$ cat config.mk
export PLATFORM = sky130hd
export DESIGN_NAME = bsg_nasti_master_arbiter
export DESIGN_NICKNAME = d
export VERILOG_FILES = /design/src/rtl/bsg_nasti_pkg.sv /design/src/rtl/bsg_nasti_arb_id_fifo.sv /design/src/rtl/bsg_nasti_master_arbiter.sv
export SDC_FILE = /design/constraint.sdc
export NUM_CORES = 1
export LEC_CHECK = 0
export CORE_AREA = 2 2 186 188
export CTS_CLUSTER_SIZE = 25
export DETAILED_ROUTE_END_ITERATION = 8
export DIE_AREA = 0 0 188 190
export SYNTH_ARGS = -nofsm -noshare
export SYNTH_HDL_FRONTEND = slang
export SYNTH_SLANG_ARGS = --single-unit
$ cat constraint.sdc
create_clock -name clk_i -period 5.4 [get_ports clk_i]
set_input_delay 0.81 -clock clk_i [delete_from_list [all_inputs] [get_ports clk_i]]
set_output_delay 0.81 -clock clk_i [all_outputs]
set_load 0.005 [all_outputs]
$ cat src/rtl/bsg_nasti_pkg.sv
// bsg_nasti_pkg: tunnel request/response type and read/write classifier
package bsg_nasti_pkg;
  typedef enum logic {e_nasti_read = 1'b0, e_nasti_write = 1'b1} bsg_nasti_op_e;
  typedef struct packed {
    bsg_nasti_op_e op;
    logic [31:0] addr;
    logic [31:0] data;
  } bsg_tun_dmx_t;
  function automatic logic bsg_nasti_req_is_read(bsg_tun_dmx_t req);
    return req.op == e_nasti_read;
  endfunction
endpackage

$ cat src/rtl/bsg_nasti_arb_id_fifo.sv
// bsg_nasti_arb_id_fifo: in-order tag FIFO holding the source id of each outstanding read
module bsg_nasti_arb_id_fifo
  import bsg_nasti_pkg::*;
#(
  parameter int depth_p = 8,
  parameter int width_p = 2
) (
  input  logic               clk_i,
  input  logic               reset_i,
  input  logic               v_i,
  input  logic [width_p-1:0] data_i,
  input  logic               yumi_i,
  output logic               v_o,
  output logic [width_p-1:0] data_o,
  output logic               full_o
);
  localparam int ptr_w_lp = depth_p > 1 ? $clog2(depth_p) : 1;
  localparam int cnt_w_lp = $clog2(depth_p + 1);
  logic [width_p-1:0] mem_r [depth_p];
  logic [ptr_w_lp-1:0] rptr_r, wptr_r;
  logic [cnt_w_lp-1:0] cnt_r, cnt_n;
  logic empty_r;
  assign cnt_n = cnt_r + cnt_w_lp'(v_i) - cnt_w_lp'(yumi_i);
  assign v_o = ~empty_r;
  assign data_o = mem_r[rptr_r];
  always_ff @(posedge clk_i)
    if (v_i) mem_r[wptr_r] <= data_i;
  always_ff @(posedge clk_i or posedge reset_i)
    if (reset_i) begin
      rptr_r <= '0;
      wptr_r <= '0;
      cnt_r <= '0;
      full_o <= 1'b0;
      empty_r <= 1'b1;
    end else begin
      if (v_i) wptr_r <= (wptr_r == ptr_w_lp'(depth_p - 1)) ? '0 : wptr_r + 1'b1;
      if (yumi_i) rptr_r <= (rptr_r == ptr_w_lp'(depth_p - 1)) ? '0 : rptr_r + 1'b1;
      cnt_r <= cnt_n;
      full_o <= cnt_n == cnt_w_lp'(depth_p);
      empty_r <= cnt_n == '0;
    end
endmodule

$ cat src/rtl/bsg_nasti_master_arbiter.sv
// bsg_nasti_master_arbiter: round-robin merge of tunnel requesters onto one nasti master, with in-order read response routing
module bsg_nasti_master_arbiter
  import bsg_nasti_pkg::*;
#(
  parameter int num_src_p = 4,
  parameter int max_out_p = 8,
  localparam int src_id_width_lp = $clog2(num_src_p)
) (
  input  logic                          clk_i,
  input  logic                          reset_i,
  input  logic [num_src_p-1:0]          src_req_valid_i,
  input  bsg_tun_dmx_t [num_src_p-1:0]  src_req_data_i,
  output logic [num_src_p-1:0]          src_req_yumi_o,
  output logic                          req_valid_o,
  output bsg_tun_dmx_t                  req_data_o,
  input  logic                          req_yumi_i,
  input  logic                          resp_valid_i,
  input  bsg_tun_dmx_t                  resp_data_i,
  output logic                          resp_yumi_o,
  output logic [num_src_p-1:0]          src_resp_valid_o,
  output bsg_tun_dmx_t                  src_resp_data_o,
  input  logic [num_src_p-1:0]          src_resp_yumi_i,
  output logic                          error_o
);
  typedef enum logic {e_idle, e_locked} state_e;
  state_e state_r;
  logic [src_id_width_lp-1:0] rr_ptr_r, grant_r, winner, sel, head;
  logic [num_src_p-1:0] elig;
  logic found, accept, push, fifo_full, fifo_v;
  for (genvar k = 0; k < num_src_p; k++)
    assign elig[k] = src_req_valid_i[k] & (~bsg_nasti_req_is_read(src_req_data_i[k]) | ~fifo_full);
  always_comb begin
    winner = '0;
    found = 1'b0;
    for (int i = num_src_p - 1; i >= 0; i--)
      if (elig[(int'(rr_ptr_r) + i) % num_src_p]) begin
        winner = src_id_width_lp'((int'(rr_ptr_r) + i) % num_src_p);
        found = 1'b1;
      end
  end
  assign sel = (state_r == e_locked) ? grant_r : winner;
  assign req_valid_o = ~reset_i & ((state_r == e_locked) | found);
  assign req_data_o = src_req_data_i[sel];
  assign accept = req_valid_o & req_yumi_i;
  assign push = accept & bsg_nasti_req_is_read(req_data_o);
  assign src_req_yumi_o = accept ? num_src_p'(1) << sel : '0;
  assign src_resp_valid_o = (~reset_i & resp_valid_i & fifo_v) ? num_src_p'(1) << head : '0;
  assign resp_yumi_o = ~reset_i & fifo_v & src_resp_yumi_i[head];
  assign src_resp_data_o = resp_data_i;
  always_ff @(posedge clk_i or posedge reset_i)
    if (reset_i) begin
      state_r <= e_idle;
      grant_r <= '0;
      rr_ptr_r <= '0;
      error_o <= 1'b0;
    end else begin
      state_r <= (req_valid_o & ~req_yumi_i) ? e_locked : e_idle;
      if (req_valid_o & ~req_yumi_i) grant_r <= sel;
      if (accept) rr_ptr_r <= (sel == src_id_width_lp'(num_src_p - 1)) ? '0 : sel + 1'b1;
      if (resp_valid_i & ~fifo_v) error_o <= 1'b1;
    end
  bsg_nasti_arb_id_fifo #(.depth_p(max_out_p), .width_p(src_id_width_lp)) fifo (
    .clk_i(clk_i),
    .reset_i(reset_i),
    .v_i(push),
    .data_i(sel),
    .yumi_i(resp_yumi_o),
    .v_o(fifo_v),
    .data_o(head),
    .full_o(fifo_full)
  );
endmodule

==> out/qor.txt <==
core area: 0.0339 mm2
cell count after synthesis: 640
Max FO, Critical Path: 49
CTS clk-pin slew, worst paths: 0.05 ns
die width: 188 um
Syn Nets: 990
RSZ-0062 raised after global routing: false
Reg-to-Reg Start: fifo.rptr_r[0]$_DFFE_PP0P_
Pre-antenna DRT Iters: 5
Final min period: 4.80 ns
Post-synth EDFFs: 16
PD cells: 369 mW/mm2
outcome: finished clean
Finished Layout Cells: 1353
Port Buffers: 347
clk_skew: 0.00427 ns
post-layout net count: 1245
Area contributors post-synth: nand2_1, buf_4, edfxtp_1
Global Route Usage Sum: 11.9%
post-route ant nets: 0
CTS hold repair buffers: 0
DRC Markers: 0
Seq. cell area: 932 um2
number of max-cap violations: 0
count leader, synth: nand2_1
DIE HEIGHT: 190 um
min-delay src: error_o$_DFFE_PP0P_
Sw Ratio: 42.7%
synthesis-stage register bit count: 34
RePlAce Congestion: 0.883
slew margin rel.: 49.5%
Setup-failing EPs final: 0
Setup Buffers After CTS: 0
CTS tree: done
Post-synth top cells: nand2_1, and3_1, a31oi_1
Synthesis Warnings: 0
area of the multi-input gates: 0.00264 mm2
CTS root buf: clkbuf_16
Worst Setup SP: src_req_valid_i[1]
gr ovfl total: 0
top cell type by total area after synthesis: nand2_1
cell row count: 68
layout cells sized above 1: 4.13%
Cell variety after synth: 44
NetSw: 1.25 mW
Avg Inst Size Synth: 6.68 um2
WP data required: 4.59 ns
Clock Power Share: 9.1%
combinational power share: 75.9%
post-DP HPWL: 18800 um
worst skew pair latency: 0.27 ns
post-cts gate resize count: 0
Crit. End Element: primary output
sequential-to-total area share from yosys stat: 21.8%
crit path DAT: 3.99 ns
Num CTS Buffers: 5
Max IR drop VDD: 217 uV
# clock sinks: 34
IO Pins: 478
Peak Freq: 209 MHz
sequential share of power: 14.9%
first-pass GRT wire length: 32700 um
antenna violations before repair: 3
CTS Buffer Depth: 2
endpoints failing hold: 0
H-tree depth: 2
share of Yosys cell area claimed by the top area cell type: 23.4%
fin crit share: 88.8%
pin count of the biggest net entering global routing: 73
vias per cell: 4.01
ys flop type: dfrtp_1
routed wire length: 22800 um
vias in the first global route: 5301
worst setup path class: primary input to primary output
Int Pwr: 1.68 mW
FFs w/ async S/R, synth: 52.9%
Slew Limit Fails: 0
drt wl/cell: 16.9 um
Vias: 5427
placed insts: 1343
DR iter-0 viols: 344
Worst Hold Class: flop to flop
Mapped Area: 0.00428 mm2
FILL cells: 3740
Lkg Pwr: 3.21 nW
die area: 0.0357 mm2
Worst setup SP type: primary input
final setup TNS: 0 ns
Worst-Margin Slew: 0.757 ns
effective utilization at floorplan: 12.6%
P&R area growth vs syn: 85.8%
## cell type report
cell class              count  area share (%)
repair buffers            356            45.2
multi-input cells         481            33.3
flip-flops and latches     34            11.7
well taps                 455            7.16
clock buffers               6            1.62
inverters                  17           0.866
clock inverters             2           0.110
diodes                      2          0.0630
## power by group through the flow
stage          clock, mW  sequential [mW]  combinational, mW
6_report           0.268            0.437               2.22
5_1_grt            0.283            0.447               2.42
4_1_cts            0.273            0.437               2.25
3_5_place_dp           0            0.439               2.23
3_3_place_gp           0            0.437               2.22
2_1_floorplan          0            0.409               1.14
## through the flow
stage	power [mW]	cell area [um2]	worst slack [ns]	hold slack [ns]	utilization, %
6_report	2.93	7950	0.604	0.471	23.4
2_1_floorplan	1.55	4280	1.51	0.451	-
5_1_grt	3.15	7940	0.483	0.477	23.4
3_3_place_gp	2.66	7800	0.580	0.448	23.0
4_1_cts	2.96	7940	0.574	0.469	23.4
3_5_place_dp	2.67	7800	0.586	0.454	23.0
## cells in the final DEF (no fill, tap or decap), types with 2 or more instances in the layout
cell type          n
dfrtp_1           17
clkdlybuf4s50_1  347
a21oi_1            3
nor2_1             9
inv_1             13
xnor2_1            3
nor4_1             2
nand3_1            3
buf_4              5
and3_1            69
nand2b_1           2
edfxtp_1          16
buf_12             4
nor3_1             3
nand2_1          267
a31oi_1           66
inv_2              2
nor2b_1            3
a21o_1             5
clkbuf_16          5
diode_2            2
mux4_2             6
mux2_1             3
nand3b_1           2
ha_1              12
inv_4              2
nor4b_2            4
## metal layers
metal  wire (um)  global-route usage (%)  up-vias  part of all wire (%)
li1            -                       -     2618                     -
met1        8840                    13.7     2475                    39
met2       11100                    20.7      312                    49
met3        2360                    4.50       22                    10
met4         516                    2.94        0                   2.3
met5           0                       0        -                     0
## logic make-up (layout without fill, tap and decap cells)
group / after synthesis / in the layout / synth area share (%)
AOI/OAI and AO/OA: 84 / 84 / 12.8
other: 0 / 2 / 0
adders and majority gates: 13 / 13 / 3.98
DFF: 34 / 34 / 21.8
xor gates and xnor gates: 3 / 3 / 0.615
and+or+nand+nor: 369 / 369 / 38.9
muxes: 12 / 12 / 4.77
buffers and inverters: 125 / 381 / 17.1
## state kept, by name, summed over array words and instances, names as in the netlist
signal / count
error_o: 1
fifo.cnt_r: 4
fifo.empty_r: 1
fifo.full_o: 1
fifo.mem_r: 16
fifo.rptr_r: 3
fifo.wptr_r: 3
grant_r: 2
rr_ptr_r: 2
state_r: 1
## critical path: stages
cell and delay, ns:
clkdlybuf4s50_1 0.52, inv_1 0.06, o311ai_1 0.28, o2111ai_1 0.18, a32o_4 0.40, inv_4 0.10
buf_4 0.44, buf_4 0.29, nand2_1 0.06, and3_1 0.16, a31oi_1 0.15, clkdlybuf4s50_1 0.52
## final timing paths
path / end / slack, ns / cells past startpoint
worst max-delay path: req_data_o[63] / 0.60 / 12
worst min-delay path: error_o$_DFFE_PP0P_ / 0.47 / 1
worst max register to register: fifo.full_o$_DFF_PP0_ / 1.46 / 13
worst min register to register: error_o$_DFFE_PP0P_ / 0.47 / 1
max in group asynchronous: fifo.cnt_r[3]$_DFF_PP0_ / 3.85 / 2
min in group asynchronous: error_o$_DFFE_PP0P_ / 1.09 / 2
No activity file was read; power rests on OpenSTA's default activity.
